--- config.mk ---
export PLATFORM = sky130hd
export DESIGN_NAME = hanoi_solver
export DESIGN_NICKNAME = d
export VERILOG_FILES = /design/src/rtl/hanoi_pkg.sv /design/src/rtl/hanoi_mod3.sv /design/src/rtl/hanoi_solver.sv
export SDC_FILE = /design/constraint.sdc
export NUM_CORES = 1
export LEC_CHECK = 0
export CAP_MARGIN = 20
export CORE_ASPECT_RATIO = 0.9
export CORE_MARGIN = 2
export CORE_UTILIZATION = 48
export DETAILED_ROUTE_END_ITERATION = 8
export PLACE_DENSITY_LB_ADDON = 0.05
export RECOVER_POWER = 25
export SLEW_MARGIN = 20
export SYNTH_ARGS = -nofsm -noshare
export SYNTH_HDL_FRONTEND = slang
export SYNTH_SLANG_ARGS = --single-unit
--- constraint.sdc ---
create_clock -name clk -period 3.5 [get_ports clk]
set_input_delay 0.525 -clock clk [delete_from_list [all_inputs] [get_ports clk]]
set_output_delay 0.525 -clock clk [all_outputs]
set_load 0.01 [all_outputs]
--- src/rtl/hanoi_pkg.sv ---
// -----------------------------------------------------------------------------
// hanoi_pkg
// Shared types and constants for the Tower of Hanoi move generator.
//   rod_t           : 2-bit rod index (rods 0..2)
//   solver_state_e  : IDLE / RUN / DONE
//   ROD_SRC/ROD_DST : rod holding the initial tower / rod holding the final tower
//   MAX_DISKS       : largest supported disk count
//   MOD3_W          : operand width of the mod-3 helper (move index is N+1 bits)
//   map_rod()       : optional 1<->2 rod swap so the tower always ends on rod 2
// -----------------------------------------------------------------------------
package hanoi_pkg;

    typedef logic [1:0] rod_t;

    typedef enum logic [1:0] {
        IDLE = 2'd0,
        RUN  = 2'd1,
        DONE = 2'd2
    } solver_state_e;

    localparam rod_t ROD_SRC   = 2'd0;
    localparam rod_t ROD_DST   = 2'd2;
    localparam int   MAX_DISKS = 8;
    localparam int   MOD3_W    = MAX_DISKS + 1;

    // The raw formulas park the tower on rod 2 for odd N and on rod 1 for
    // even N; swapping rods 1 and 2 for even N makes rod 2 the target always.
    function automatic rod_t map_rod(input rod_t raw, input logic swap12);
        rod_t r;
        r = raw;
        if (swap12 && raw == 2'd1) begin
            r = 2'd2;
        end else if (swap12 && raw == 2'd2) begin
            r = 2'd1;
        end
        return r;
    endfunction

endpackage

--- src/rtl/hanoi_mod3.sv ---
// -----------------------------------------------------------------------------
// hanoi_mod3
// Combinational remainder modulo 3 of an up-to-9-bit unsigned value.
// Since 4 = 1 (mod 3), the value is congruent to the sum of its 2-bit pairs;
// summing pairs twice collapses the operand to 0..6, resolved by a small case.
// Ports:
//   val  in  [MOD3_W-1:0]  operand
//   rem  out [1:0]         val mod 3
// -----------------------------------------------------------------------------
module hanoi_mod3
    import hanoi_pkg::*;
(
    input  logic [MOD3_W-1:0] val,
    output logic [1:0]        rem
);

    logic [3:0] pair_sum;   // at most 1 + 4*3 = 13
    logic [2:0] fold_sum;   // at most 3 + 3 = 6

    always_comb begin
        pair_sum = 4'(val[8]);
        for (int k = 0; k < 4; k++) begin
            pair_sum = pair_sum + 4'(val[2*k +: 2]);
        end
        fold_sum = 3'(pair_sum[3:2]) + 3'(pair_sum[1:0]);
        case (fold_sum)
            3'd1, 3'd4: rem = 2'd1;
            3'd2, 3'd5: rem = 2'd2;
            default:    rem = 2'd0;
        endcase
    end

endmodule

--- src/rtl/hanoi_solver.sv ---
// -----------------------------------------------------------------------------
// hanoi_solver
// Emits the optimal 2^N-1 move sequence of the N-disk Tower of Hanoi as
// fr/to rod pairs over a valid/ready handshake. The tower starts on rod 0
// and always finishes on rod 2.
// Parameters:
//   N          number of disks, 1..8
// Ports:
//   clk        clock, rising edge
//   rst        synchronous active-high reset
//   start      begin a solve (honoured in IDLE and DONE only)
//   mv_valid   fr/to/disk carry a valid move
//   mv_ready   consumer accepts the move when high with mv_valid
//   fr, to     source / destination rod
//   disk       index of the moved disk (0 = smallest)
//   mv_cnt     1-based index of the current move, holds the last index in DONE
//   busy       high while solving
//   done       high once the sequence has completed
//   err        sticky legality error from the optional rod-state checker
// Configuration macro:
//   HANOI_SOLVER_CHECK_EN  builds a rod-state mirror that flags illegal
//                          moves and an incomplete final tower; when undefined
//                          err is tied low.
// -----------------------------------------------------------------------------
module hanoi_solver
    import hanoi_pkg::*;
#(
    parameter int N = 4
) (
    input  logic         clk,
    input  logic         rst,
    input  logic         start,
    output logic         mv_valid,
    input  logic         mv_ready,
    output rod_t         fr,
    output rod_t         to,
    output logic [2:0]   disk,
    output logic [N-1:0] mv_cnt,
    output logic         busy,
    output logic         done,
    output logic         err
);

    localparam int             MW      = N + 1;
    localparam logic [MW-1:0]  M_ONE   = MW'(1);
    localparam logic [MW-1:0]  M_LAST  = MW'((1 << N) - 1);
    localparam logic           SWAP12  = ((N % 2) == 0);

    solver_state_e state_q;
    logic [MW-1:0] m_q;
    logic          mv_valid_q;
    rod_t          fr_q;
    rod_t          to_q;
    logic [2:0]    disk_q;
    logic          busy_q;
    logic          done_q;

    logic          fire;
    logic          is_last;
    logic          start_load;
    logic          load;
    logic [MW-1:0] m_load;
    logic [MW-1:0] m_to_sum;
    logic [1:0]    raw_fr;
    logic [1:0]    raw_to;
    logic [2:0]    nxt_disk;

    assign fire       = (state_q == RUN) && mv_valid_q && mv_ready;
    assign is_last    = (m_q == M_LAST);
    assign start_load = start && (state_q != RUN);

    // Outputs are registered, so the move is computed for the index about to
    // be loaded (1 on start, m+1 on a non-final handshake) rather than for m_q.
    always_comb begin
        load   = 1'b0;
        m_load = m_q + M_ONE;
        if (start_load) begin
            load   = 1'b1;
            m_load = M_ONE;
        end else if (fire && !is_last) begin
            load = 1'b1;
        end
    end

    assign m_to_sum = (m_load | (m_load - M_ONE)) + M_ONE;

    hanoi_mod3 u_mod3_fr (
        .val (MOD3_W'(m_load & (m_load - M_ONE))),
        .rem (raw_fr)
    );

    hanoi_mod3 u_mod3_to (
        .val (MOD3_W'(m_to_sum)),
        .rem (raw_to)
    );

    // Disk index = trailing-zero count of the move index.
    always_comb begin
        nxt_disk = 3'd0;
        for (int i = MW - 1; i >= 0; i--) begin
            if (m_load[i]) begin
                nxt_disk = 3'(i);
            end
        end
    end

    always_ff @(posedge clk) begin
        if (rst) begin
            state_q    <= IDLE;
            m_q        <= '0;
            mv_valid_q <= 1'b0;
            fr_q       <= '0;
            to_q       <= '0;
            disk_q     <= '0;
            busy_q     <= 1'b0;
            done_q     <= 1'b0;
        end else begin
            case (state_q)
                IDLE, DONE: begin
                    if (start) begin
                        state_q    <= RUN;
                        mv_valid_q <= 1'b1;
                        busy_q     <= 1'b1;
                        done_q     <= 1'b0;
                    end
                end
                RUN: begin
                    if (fire && is_last) begin
                        state_q    <= DONE;
                        mv_valid_q <= 1'b0;
                        busy_q     <= 1'b0;
                        done_q     <= 1'b1;
                    end
                end
                default: begin
                    state_q    <= IDLE;
                    mv_valid_q <= 1'b0;
                    busy_q     <= 1'b0;
                    done_q     <= 1'b0;
                end
            endcase

            if (load) begin
                m_q    <= m_load;
                fr_q   <= map_rod(raw_fr, SWAP12);
                to_q   <= map_rod(raw_to, SWAP12);
                disk_q <= nxt_disk;
            end
        end
    end

    assign mv_valid = mv_valid_q;
    assign fr       = fr_q;
    assign to       = to_q;
    assign disk     = disk_q;
    assign mv_cnt   = m_q[N-1:0];
    assign busy     = busy_q;
    assign done     = done_q;

`ifdef HANOI_SOLVER_CHECK_EN
    // Rod-state mirror: one N-bit occupancy mask per rod, bit i = disk i.
    logic [N-1:0] st_q [3];
    logic [N-1:0] st_d [3];
    logic [N-1:0] d_mask;
    logic [N-1:0] below_mask;
    logic [N-1:0] st_fr;
    logic [N-1:0] st_to;
    logic         bad_move;
    logic         bad_final;
    logic         err_q;

    assign d_mask     = N'(1) << disk_q;
    assign below_mask = d_mask - N'(1);

    // An out-of-range rod (3) selects an empty mask, which fails the
    // "disk present on source" test and so is reported as illegal.
    always_comb begin
        st_fr = '0;
        st_to = '0;
        for (int r = 0; r < 3; r++) begin
            if (fr_q == 2'(r)) begin
                st_fr = st_q[r];
            end
            if (to_q == 2'(r)) begin
                st_to = st_q[r];
            end
        end
    end

    always_comb begin
        for (int r = 0; r < 3; r++) begin
            st_d[r] = st_q[r];
            if (fr_q == 2'(r)) begin
                st_d[r] = st_d[r] & ~d_mask;
            end
            if (to_q == 2'(r)) begin
                st_d[r] = st_d[r] | d_mask;
            end
        end
    end

    assign bad_move  = ((st_fr & d_mask) == '0)
                     || ((st_fr & below_mask) != '0)
                     || ((st_to & (below_mask | d_mask)) != '0);
    assign bad_final = is_last && (st_d[ROD_DST] != '1);

    always_ff @(posedge clk) begin
        if (rst || start_load) begin
            for (int r = 0; r < 3; r++) begin
                st_q[r] <= (2'(r) == ROD_SRC) ? '1 : '0;
            end
            err_q <= 1'b0;
        end else if (fire) begin
            for (int r = 0; r < 3; r++) begin
                st_q[r] <= st_d[r];
            end
            if (bad_move || bad_final) begin
                err_q <= 1'b1;
            end
        end
    end

    assign err = err_q;
`else
    assign err = 1'b0;
`endif

endmodule
==> run_results.csv <==
group,metric,value,unit
timing,fin_ws,0.2249,ns
timing,min_period,3.275,ns
route,dr.pass1.iters,4,
run_status,status,"completed",
yosys,ys_top_cells_by_count,"18 x nor2_1, 15 x dfxtp_1, 12 x a21oi_1",
global_route,grt_overflow_total,0,
yosys,ys_seq_elements,15,
yosys,synth_area,1227,µm²
global_route,antenna_found_initial,0,
cells_and_area,nFillCells,231,
yosys,yosysSeqAreaShare,0.2446,
clocking,ctsResizeCount,0,
clocking,tritoncts,"done",
global_route,grt_start_max_net_pins,12,
power_and_ir_drop,total_power,369.9,µW
timing,fin_tns_setup,0,ns
placement,pre_cts_ws,0.2354,ns
yosys,ys_types,41,
timing,finalMaxSlewViolations,0,
power_and_ir_drop,ir_drop,0.0001647,V
cells_and_area,area_growth,16.72,%
critical_path,critPathMaxFanout,5,
cells_and_area,final_util,0.5857,
route,first_iter_violations,17,
yosys,syn_inst,150,
timing,tightestPinTransition,0.7414,ns
critical_path,required,3.72,ns
route,finalWirelength,2.638,mm
clocking,post_cts.repair.setup_buffers,0,
cells_and_area,final_layout_size_suffix_gt1_frac,0.1220,
floorplanning,die_h,51.98,µm
floorplanning,rows,17,
placement,port_buffers,17,
route,vias,1084,
route,ant_nets,0,
route,detail_route.wl_per_cell,13.74,µm
yosys,synth_top_area_cell,"dfxtp_1",
timing,clock_skew,0.001311,ns
placement,dpl-instance-area,1398,µm²
worst_hold_path,min_path_type,"reg -> reg",
clocking,postCtsHoldBufs,0,
clocking,h-tree-depth,1,
critical_path,crit_arrival,3.50,ns
yosys,synth_warnings,0,
yosys,synthArstFlopShare,0,
floorplanning,ioPinCount,19,
floorplanning,core,2446,µm²
yosys,synth-edff-count,0,
critical_path,end_kind,"register",
clocking,cts.clk_slew.worst_paths,0.10,ns
power_and_ir_drop,p_per_area,258.2,nW/µm²
global_route,grt_first_pass_wirelength,4.657,mm
clocking,clk_latency,0.29,ns
yosys,synth-main-ff-cell,"dfxtp_1",
yosys,synth.area.top_cells,"dfxtp_1 24%, ha_1 8.2%, nor2_1 5.5%, a21oi_1 4.9%, fa_1 4.9%",
placement,dpl.hpwl,1.997,mm
timing,fmaxAchievable,305.3,MHz
timing,fin_crit_sh,0.9357,
cells_and_area,antenna_cells,0,
yosys,post-synth-top-count-cell,"nor2_1",
clocking,cts.sinks,15,
yosys,syn_area_per_cell,8.183,µm²
critical_path,path_class,"reg -> reg",
placement,gp_congestion,0.8345,
yosys,yosys.area.top_type_share,0.2446,
timing,finalSetupViolations,0,
route,vias_per_cell,5.646,
flow_run,cap_violations,0,
cells_and_area,fin_area,1433,µm²
floorplanning,initial_core_util,0.5018,
clocking,clk_path_buf_depth,2,
critical_path,start_kind,"register",
floorplanning,die_x,57.31,µm
clocking,root_buffer,"clkbuf_4",
global_route,grt_pass1_vias,1032,
yosys,synthesis.nets,165,
power_and_ir_drop,leakagePower,0.5671,nW
floorplanning,die_area,2978,µm²
clocking,numCtsBuffers,3,
cells_and_area,fin_nets,180,
timing,hold_violations,0,
timing,relSlewSlack,0.5039,
global_route,grt_usage,0.2028,
route,drc,0,
## area by class of cell
| type | count | area [µm²] | share of cell area |
|---|---|---|---|
| Sequential cell | 15 | 300.3 | 0.2096 |
| Clock inverter | 1 | 5.005 | 0.003493 |
| Timing Repair Buffer | 26 | 237.7 | 0.1659 |
| Multi-Input combinational cell | 112 | 805.8 | 0.5624 |
| Inverter | 7 | 26.28 | 0.01834 |
| Clock buffer | 3 | 22.52 | 0.01572 |
| Tap cell | 28 | 35.03 | 0.02445 |
## placed cells by master (no fill, tap or decap), drive strengths merged, types with 3 or more instances in the layout
| cell | instances |
|---|---|
| inv | 7 |
| buf | 9 |
| clkdlybuf4s50 | 13 |
| clkbuf | 3 |
| nor2 | 18 |
| ha | 8 |
| nor3 | 6 |
| dlygate4sd3 | 4 |
| fa | 3 |
| nand3 | 6 |
| nand2b | 4 |
| nor3b | 3 |
| dfxtp | 15 |
| a21oi | 12 |
| nand2 | 11 |
| xnor2 | 6 |
| o21ai | 3 |
## power breakdown
group          internal (mW)  total, mW  switching, mW  leakage [nW]
sequential             0.177      0.182        0.00501         0.122
clock                 0.0426      0.105         0.0629        0.0177
combinational         0.0372     0.0829         0.0457         0.427
total                  0.256      0.370          0.114         0.567
## metal layers
layer | vias to the layer above | wire length [µm] | GRT usage
li1 | 548 | - | -
met1 | 494 | 1228 | 0.2584
met2 | 35 | 1236 | 0.3544
met3 | 7 | 114 | 0.02488
met4 | 0 | 57 | 0.06977
met5 | - | 0 | 0
## state kept, by name, summed over array words and instances, names as in the netlist
register	count
done	1
to	2
busy	1
fr	2
disk	3
state_q	1
m_q	5
## critical path: stages (launching register included)
cell and delay [ns]:
dfxtp_1 0.36, ha_1 0.22, nand2_1 0.10, nor2_1 0.12, ha_1 0.30, o311a_1 0.38
ha_1 0.22, inv_1 0.07, fa_1 0.44, fa_1 0.59, mux2i_1 0.19, a21oi_1 0.06
nor3_1 0.14
## final timing paths
kind / endpoint / start / depth (start not counted) / slack [ns]
setup reg to reg: to[0]$_SDFFE_PP0P_ / m_q[1]$_SDFFE_PP0P_ / 12 / 0.22
hold reg to reg: disk[1]$_SDFFE_PP0P_ / disk[1]$_SDFFE_PP0P_ / 2 / 0.45
setup / recovery: to[0]$_SDFFE_PP0P_ / m_q[1]$_SDFFE_PP0P_ / 12 / 0.22
hold / removal: disk[1]$_SDFFE_PP0P_ / disk[1]$_SDFFE_PP0P_ / 2 / 0.45
## per-stage QoR
| step | cells | hold WS, ns |
|---|---|---|
| floorplan | 150 | 0.4762 |
| global placement | 188 | 0.4395 |
| detailed placement | 188 | 0.4471 |
| CTS | 192 | 0.4594 |
| global route | 192 | 0.4868 |
| finish | 192 | 0.4548 |
## cell families (layout without fill, tap and decap cells)
kind of cell | count (synthesis) | count (layout) | share of synthesized area
simple gates | 61 | 61 | 0.2589
compound gates | 30 | 30 | 0.1794
buf+inv | 23 | 37 | 0.1050
flops | 15 | 15 | 0.2446
fa+ha+maj | 11 | 11 | 0.1305
xor+xnor | 7 | 7 | 0.06218
mux | 2 | 2 | 0.01631
other cells | 1 | 1 | 0.003055
No activity file was read; power rests on OpenSTA's default activity.
